$ cat src/rtl/dram_bist_ctrl.sv
// DRAM BIST controller: writes a selectable pattern to a 2**ADDR_W x 1 RAM,
// reads every location back, counts mismatches and records the first failing
// address. The pattern is latched when the run starts, and the RAM address,
// data and write-enable outputs are all registered.
module dram_bist_ctrl #(
  parameter int ADDR_W = 9,
  parameter int ERR_W  = ADDR_W + 1
) (
  input  logic              clk,
  input  logic              rst_n,
  input  logic              start,
  input  logic [1:0]        pat_sel,
  output logic [ADDR_W-1:0] ram_a,
  output logic              ram_d,
  output logic              ram_we,
  input  logic              ram_o,
  output logic              busy,
  output logic              done,
  output logic              pass,
  output logic [ERR_W-1:0]  err_count,
  output logic [ADDR_W-1:0] first_err_addr
);

  typedef enum logic [1:0] {IDLE, WRITE, READ, DONE} state_t;

  localparam logic [ADDR_W-1:0] ADDR_MAX = '1;

  state_t              state, state_next;
  logic [1:0]          pat, pat_next;
  logic [ADDR_W-1:0]   addr_next, first_next;
  logic                d_next, we_next, pass_next, mismatch;
  logic [ERR_W-1:0]    err_next;

  // Expected data bit for address a under pattern p.
  function automatic logic exp_bit(input logic [1:0] p, input logic [ADDR_W-1:0] a);
    case (p)
      2'b00:   exp_bit = 1'b0;
      2'b01:   exp_bit = 1'b1;
      2'b10:   exp_bit = a[0];
      default: exp_bit = ^a;
    endcase
  endfunction

  // Read-back compare; only ram_o and registers feed it, and it only feeds registers.
  always_comb mismatch = (state == READ) && (ram_o != exp_bit(pat, ram_a));

  // State register.
  always_ff @(posedge clk or negedge rst_n) begin
    if (!rst_n) state <= IDLE;
    else        state <= state_next;
  end

  // Next-state and next-datapath logic.
  always_comb begin
    state_next = state;
    pat_next   = pat;
    addr_next  = ram_a;
    d_next     = 1'b0;
    we_next    = 1'b0;
    err_next   = err_count;
    first_next = first_err_addr;
    pass_next  = pass;
    case (state)
      IDLE, DONE: begin
        if (start) begin
          state_next = WRITE;
          pat_next   = pat_sel;
          addr_next  = '0;
          d_next     = exp_bit(pat_sel, '0);
          we_next    = 1'b1;
          err_next   = '0;
          first_next = '0;
          pass_next  = 1'b0;
        end
      end
      WRITE: begin
        if (ram_a == ADDR_MAX) begin
          state_next = READ;
          addr_next  = '0;
        end else begin
          addr_next  = ram_a + 1'b1;
          d_next     = exp_bit(pat, ram_a + 1'b1);
          we_next    = 1'b1;
        end
      end
      READ: begin
        if (mismatch) begin
          err_next = err_count + 1'b1;
          if (err_count == '0) first_next = ram_a;
        end
        if (ram_a == ADDR_MAX) begin
          state_next = DONE;
          addr_next  = '0;
          pass_next  = (err_next == '0);
        end else begin
          addr_next  = ram_a + 1'b1;
        end
      end
      default: state_next = IDLE;
    endcase
  end

  // Datapath registers; reset clears every output immediately.
  always_ff @(posedge clk or negedge rst_n) begin
    if (!rst_n) begin
      pat            <= 2'b00;
      ram_a          <= '0;
      ram_d          <= 1'b0;
      ram_we         <= 1'b0;
      err_count      <= '0;
      first_err_addr <= '0;
      pass           <= 1'b0;
    end else begin
      pat            <= pat_next;
      ram_a          <= addr_next;
      ram_d          <= d_next;
      ram_we         <= we_next;
      err_count      <= err_next;
      first_err_addr <= first_next;
      pass           <= pass_next;
    end
  end

  // Status decoded from the registered state.
  always_comb begin
    busy = (state == WRITE) || (state == READ);
    done = (state == DONE);
  end

endmodule

$ cat config.mk
export PLATFORM = sky130hd
export DESIGN_NAME = dram_bist_ctrl
export DESIGN_NICKNAME = d
export VERILOG_FILES = /design/src/rtl/dram_bist_ctrl.sv
export SDC_FILE = /design/constraint.sdc
export NUM_CORES = 1
export LEC_CHECK = 0
export BUFFER_PORTS_ARGS = -buffer_cell sky130_fd_sc_hd__clkbuf_2
export CAP_MARGIN = 0
export CORE_MARGIN = 2
export CORE_UTILIZATION = 61
export DETAILED_ROUTE_END_ITERATION = 7
export PLACE_DENSITY = 0.89
export SLEW_MARGIN = 0
export SYNTH_ARGS = -nofsm -noshare
export SYNTH_HDL_FRONTEND = slang
export SYNTH_SLANG_ARGS = --single-unit
$ cat constraint.sdc
create_clock -name clk -period 5.6 [get_ports clk]
set_input_delay 1.12 -clock clk [delete_from_list [all_inputs] [get_ports clk]]
set_output_delay 1.12 -clock clk [all_outputs]
set_load 0.03 [all_outputs]
== Word level (Yosys, flattened, before mapping) ==
Cells that the tools add are included.

* Register bits after elaboration: 35
* Input port bits: 6
* Output and inout port bits: 33
* Logic and storage cells: 65

* Add/subtract/negate cells: 2
* Equal/unequal tests: 13
* Multiplexer cells: 26
* Reductions and logical operators: 16

{| class="wikitable"
|+ Operators by type and width
! kind !! count
|-
| $mux 9 || 4
|-
| $pmux 9 s2 || 2
|-
| $mux 10 || 3
|-
| $logic_not 10->1 || 2
|-
| $pmux 10 s2 || 1
|-
| $reduce_xor 9->1 || 2
|-
| $add 10x1->10 const B || 1
|-
| $add 9x1->9 const B || 1
|-
| $eq 9x9->1 const B || 1
|-
| $mux 1 || 7
|-
| $eq 2x1->1 const B || 3
|-
| $eq 2x2->1 const B || 3
|-
| $mux 2 || 3
|-
| $ne 2x2->1 const B || 3
|-
| $pmux 1 s2 || 3
|-
| $pmux 1 s3 || 2
|-
| $pmux 2 s3 || 1
|-
| $reduce_and 3->1 || 2
|-
| $logic_not 2->1 || 2
|-
| $ne 2x1->1 const B || 2
|-
| $reduce_and 2->1 || 2
|-
| $reduce_and 4->1 || 1
|-
| $reduce_or 2->1 || 2
|-
| $reduce_bool 2->1 || 1
|-
| other kinds (3) || 3
|}

== Longest topological paths before layout ==
* Word-level depth: 9
* Depth in mapped cells: 10
* Gate-level depth less buffers: 9

== Worst setup path before layout ==
Ideal clock, no wire load.

* Path kind: flip-flop to flip-flop
* Start: register ram_a[1]
* End: register pass
* Setup time: 0.095 ns
* Arrival time: 2.931 ns
* Data required time: 5.505 ns
* Path slack: 2.574 ns
* Cell stages (with the launch flop): 9
* Buffers on the path: 0
* Period minus slack after synthesis: 3.026 ns
* Cell sequence: dfrtp_1 > ha_1 > xnor3_2 > xnor2_2 > mux2i_4 > and4_1 > a31oi_1 > or4_1 > o31ai_1

* Longest elaborated chain between the ends: 9
* Elaborated cells on any way between the ends: 12
* Classes of those cells: eq/ne (3); mux (5); reduce/logical (4)

{| class="wikitable"
|+ RTL lines
! what !! RTL line !! source
|-
| start, declared || 13 || <nowiki>output logic [ADDR_W-1:0] ram_a,</nowiki>
|-
| start signal, assigned || 115 || <nowiki>ram_a <= addr_next;</nowiki>
|-
| $reduce_xor 9->1 || 40 || <nowiki>default: exp_bit = ^a;</nowiki>
|-
| $pmux 1 s3 || 36 || <nowiki>case (p)</nowiki>
|-
| $ne 1x1->1 || 45 || <nowiki>always_comb mismatch = (state == READ) && (ram_o != exp_bit(pat, ram_a));</nowiki>
|-
| $logic_and 1x1->1 || 45 ||
|-
| $mux 10 || 87 || <nowiki>if (mismatch) begin</nowiki>
|-
| $mux 10 || 63 || <nowiki>case (state)</nowiki>
|-
| $logic_not 10->1 || 94 || <nowiki>pass_next = (err_next == '0);</nowiki>
|-
| $mux 1 || 91 || <nowiki>if (ram_a == ADDR_MAX) begin</nowiki>
|-
| $pmux 1 s2 || 63 ||
|-
| end signal, assigned || 120 || <nowiki>pass <= pass_next;</nowiki>
|-
| end, declared || 19 || <nowiki>output logic pass,</nowiki>
|}

Several ways; a longest one is shown, not always the timed one. The select of a mux whose other input is x is not followed.
A chain may end at the register's enable or synchronous reset.

== Worst setup path after layout ==
* Start: register ram_a[0]
* End: register pass

The elaborated chain is that of the path after synthesis.

==> flow_metrics.env <==
export IMPL_clock_sinks=35
export IMPL_power_density_nw_per_um2=392
export IMPL_dr_pass1_iters=5
export IMPL_synth_cell_types=47
export IMPL_grtUsageTotal=0.276
export IMPL_drtIter0Drc=221
export IMPL_hold_start="pass"
export IMPL_route_detailed_drc=0
export IMPL_gp_congestion=0.873
export IMPL_grt_pass1_wl_mm=9.10
export IMPL_r2r_start="ram_a[0]"
export IMPL_r2r_end="pass"
export IMPL_final_nets=318
export IMPL_yosysTopAreaCellShare=0.377
export IMPL_synth_seq_cells=35
export IMPL_min_period_over_period=0.561
export IMPL_rrSetupSlack_ps=2460
export IMPL_netlist_area_um2=2320
export IMPL_portBuffers=38
export IMPL_cts_setup_buffers=0
export IMPL_die_y_um=65.7
export IMPL_status="finished clean"
export IMPL_cts_resized_gates=0
export IMPL_drtAntennaViolNets=0
export IMPL_synth_most_common_cell="nand2_1"
export IMPL_setup_tns_ps=0
export IMPL_drive_gt1_frac=0.188
export IMPL_seq_area_frac_synth=0.377
export IMPL_grt_antenna_before_repair=0
export IMPL_leakagePower_uw=0.00119
export IMPL_vdd_drop_max_mv=0.267
export IMPL_viasPerCell=6.14
export IMPL_post_place_ws_ps=2490
export IMPL_register_area_um2=876
export IMPL_initial_utilization=0.635
export IMPL_p_comb_frac=0.427
export IMPL_synth_area_top_cells="dfrtp_1 38%, nand2_1 6.6%, o21ai_0 5.6%"
export IMPL_dieWidth_um=65.7
export IMPL_io_pins=39
export IMPL_htree_levels=2
export IMPL_critPathMaxFanout=11
export IMPL_worst_pin_slew_ps=863
export IMPL_die_area_um2=4320
export IMPL_clockBufferDepth=2
export IMPL_synth_fp_nets=287
export IMPL_insertedDiodeCount=0
export IMPL_swShare=0.385
export IMPL_synth_warnings=0
export IMPL_p_int_uw=642
export IMPL_grt_ovfl_total=0
export IMPL_clock_power_share=0.262
export IMPL_grt_max_degree=36
export IMPL_fin_crit_ps=3140
export IMPL_worstPathRequired_ps=5800
export IMPL_synth_edf_count=0
export IMPL_finalWorstSetupSlack_ps=2460
export IMPL_hold_viol=0
export IMPL_synth_common_cells="41 x nand2_1, 35 x dfrtp_1, 26 x o21ai_0"
export IMPL_numCtsBuffers=5
export IMPL_seqPwrFrac=0.311
export IMPL_area_growth_pct=14.5
export IMPL_hold_path_depth=2
export IMPL_dpl_hpwl_mm=3.79
export IMPL_clkTransAtPathRegs_ps=70
export IMPL_synth_largest_area_cell="dfrtp_1"
export IMPL_ys_flop_type="dfrtp_1"
export IMPL_cp_arrival_ps=3340
export IMPL_drv_cap=0
export IMPL_synth_avg_cell_area_um2=8.57
export IMPL_rsz0062_at_grt="false"
export IMPL_holdBufCountCts=0
export IMPL_rows=22
export IMPL_slew_violations=0
export IMPL_max_freq_mhz=319
export IMPL_fin_worst_skew_ps=8.28
export IMPL_vias=2156
export IMPL_setup_violations=0
export IMPL_power_switching_uw=402
export IMPL_worstSetupPathType="reg -> reg"
export IMPL_relSlewSlack=0.424
export IMPL_startpoint_type="register"
export IMPL_core_area_um2=3660
export IMPL_hold_class="reg -> reg"
export IMPL_clock_latency_ps=290
export IMPL_grt_pass1_vias=1973
export IMPL_synth_cells=271
export IMPL_ys_async_sr_fraction=1.00
export IMPL_routedWlPerCell_um=15.5
export IMPL_routed_wl_mm=5.44
export IMPL_fill_cells=267
export IMPL_min_to="pass"
export IMPL_cp_end_kind="register"
export IMPL_multi_input_area_um2=1350
export IMPL_cts_tree="built"
export IMPL_cts_root_buf="clkbuf_8"
export IMPL_worst_r2r_path_depth=8
==> cells by family after synthesis <==
logic type / after synthesis / share of synthesized area
compound gates: 79 / 0.215
flops: 35 / 0.377
buf+inv: 25 / 0.0404
xor+xnor: 15 / 0.0722
mux: 5 / 0.0280
fa+ha+maj: 10 / 0.0539
simple gates: 102 / 0.213
==> flip-flops by register name, indices dropped and copies added, names as in the netlist <==
register        count
ram_d               1
ram_a               9
state               2
pat                 2
first_err_addr      9
pass                1
err_count          10
ram_we              1
==> layout by cell type (no fill, tap or decap), drive strengths merged, types with 2 or more instances in the layout <==
cell type  Yosys  layout
mux2           2       2
a211oi         2       2
nand3         13      13
o311ai         9       9
o31ai          3       3
nand4          8       8
inv           10      10
nor2          15      15
bufinv         0       2
mux2i          3       3
dfrtp         35      35
nand3b         2       2
o21bai         3       3
xnor2         10      10
nor3           8       8
xor2           3       3
nand2         42      42
nand2b         2       2
and3           3       3
clkbuf        15      43
a31oi          8       8
ha            10      10
a22o           2       2
and4           2       2
a21oi         15      15
o41ai          2       2
xnor3          2       2
o21ai         28      28
==> area by class of cell <==
| type | instances | share of cell area |
|---|---|---|
| Timing Repair Buffer | 39 | 0.0743 |
| Sequential cell | 35 | 0.329 |
| Multi-Input combinational cell | 211 | 0.509 |
| Clock inverter | 3 | 0.0254 |
| Tap cell | 48 | 0.0226 |
| Inverter | 10 | 0.0141 |
| Clock buffer | 5 | 0.0259 |
==> critical path, stage by stage (launching register included) <==
cell     delay (ps)
dfrtp_1         500
ha_1            390
xnor3_2         450
xnor2_2         230
mux2i_4         430
and4_1          250
a31oi_1          40
or4_1           520
o31ai_1         230
==> per-stage QoR <==
stage / std cells / power, µW / instance area (µm²) / hold WS, ps / util
2_1_floorplan: 271 / 679 / 2320 / 499 / -
3_3_place_gp: 343 / 760 / 2520 / 515 / 0.690
3_5_place_dp: 343 / 769 / 2520 / 526 / 0.690
4_1_cts: 351 / 1050 / 2660 / 542 / 0.727
5_1_grt: 351 / 1100 / 2660 / 563 / 0.727
6_report: 351 / 1040 / 2660 / 540 / 0.727
==> power by group through the flow <==
stage	Combinational, µW	Sequential, µW	Clock [µW]
after floorplan	329	350	0
after detailed placement	440	329	0
after CTS	447	324	278
final	446	325	274
after global placement	434	326	0
after global routing	485	330	287
==> worst max path at each step <==
stage,from,to,slack [ps],cells past startpoint
floorplan,ram_a[1],pass,2570,8
global placement,ram_a[0],pass,2560,8
detailed placement,ram_a[0],pass,2490,8
global route,ram_a[0],first_err_addr[3],2230,7
CTS,ram_a[0],pass,2470,8
finish,ram_a[0],pass,2460,8
==> routing by layer <==
| metal | vias to the layer above | GRT usage | share of wire |
|---|---|---|---|
| li1 | 1056 | - | - |
| met1 | 1014 | 0.351 | 0.43 |
| met2 | 74 | 0.456 | 0.50 |
| met3 | 12 | 0.0565 | 0.050 |
| met4 | 0 | 0.117 | 0.022 |
| met5 | - | 0 | 0 |
Note: power is estimated with default switching activity, not from simulation.
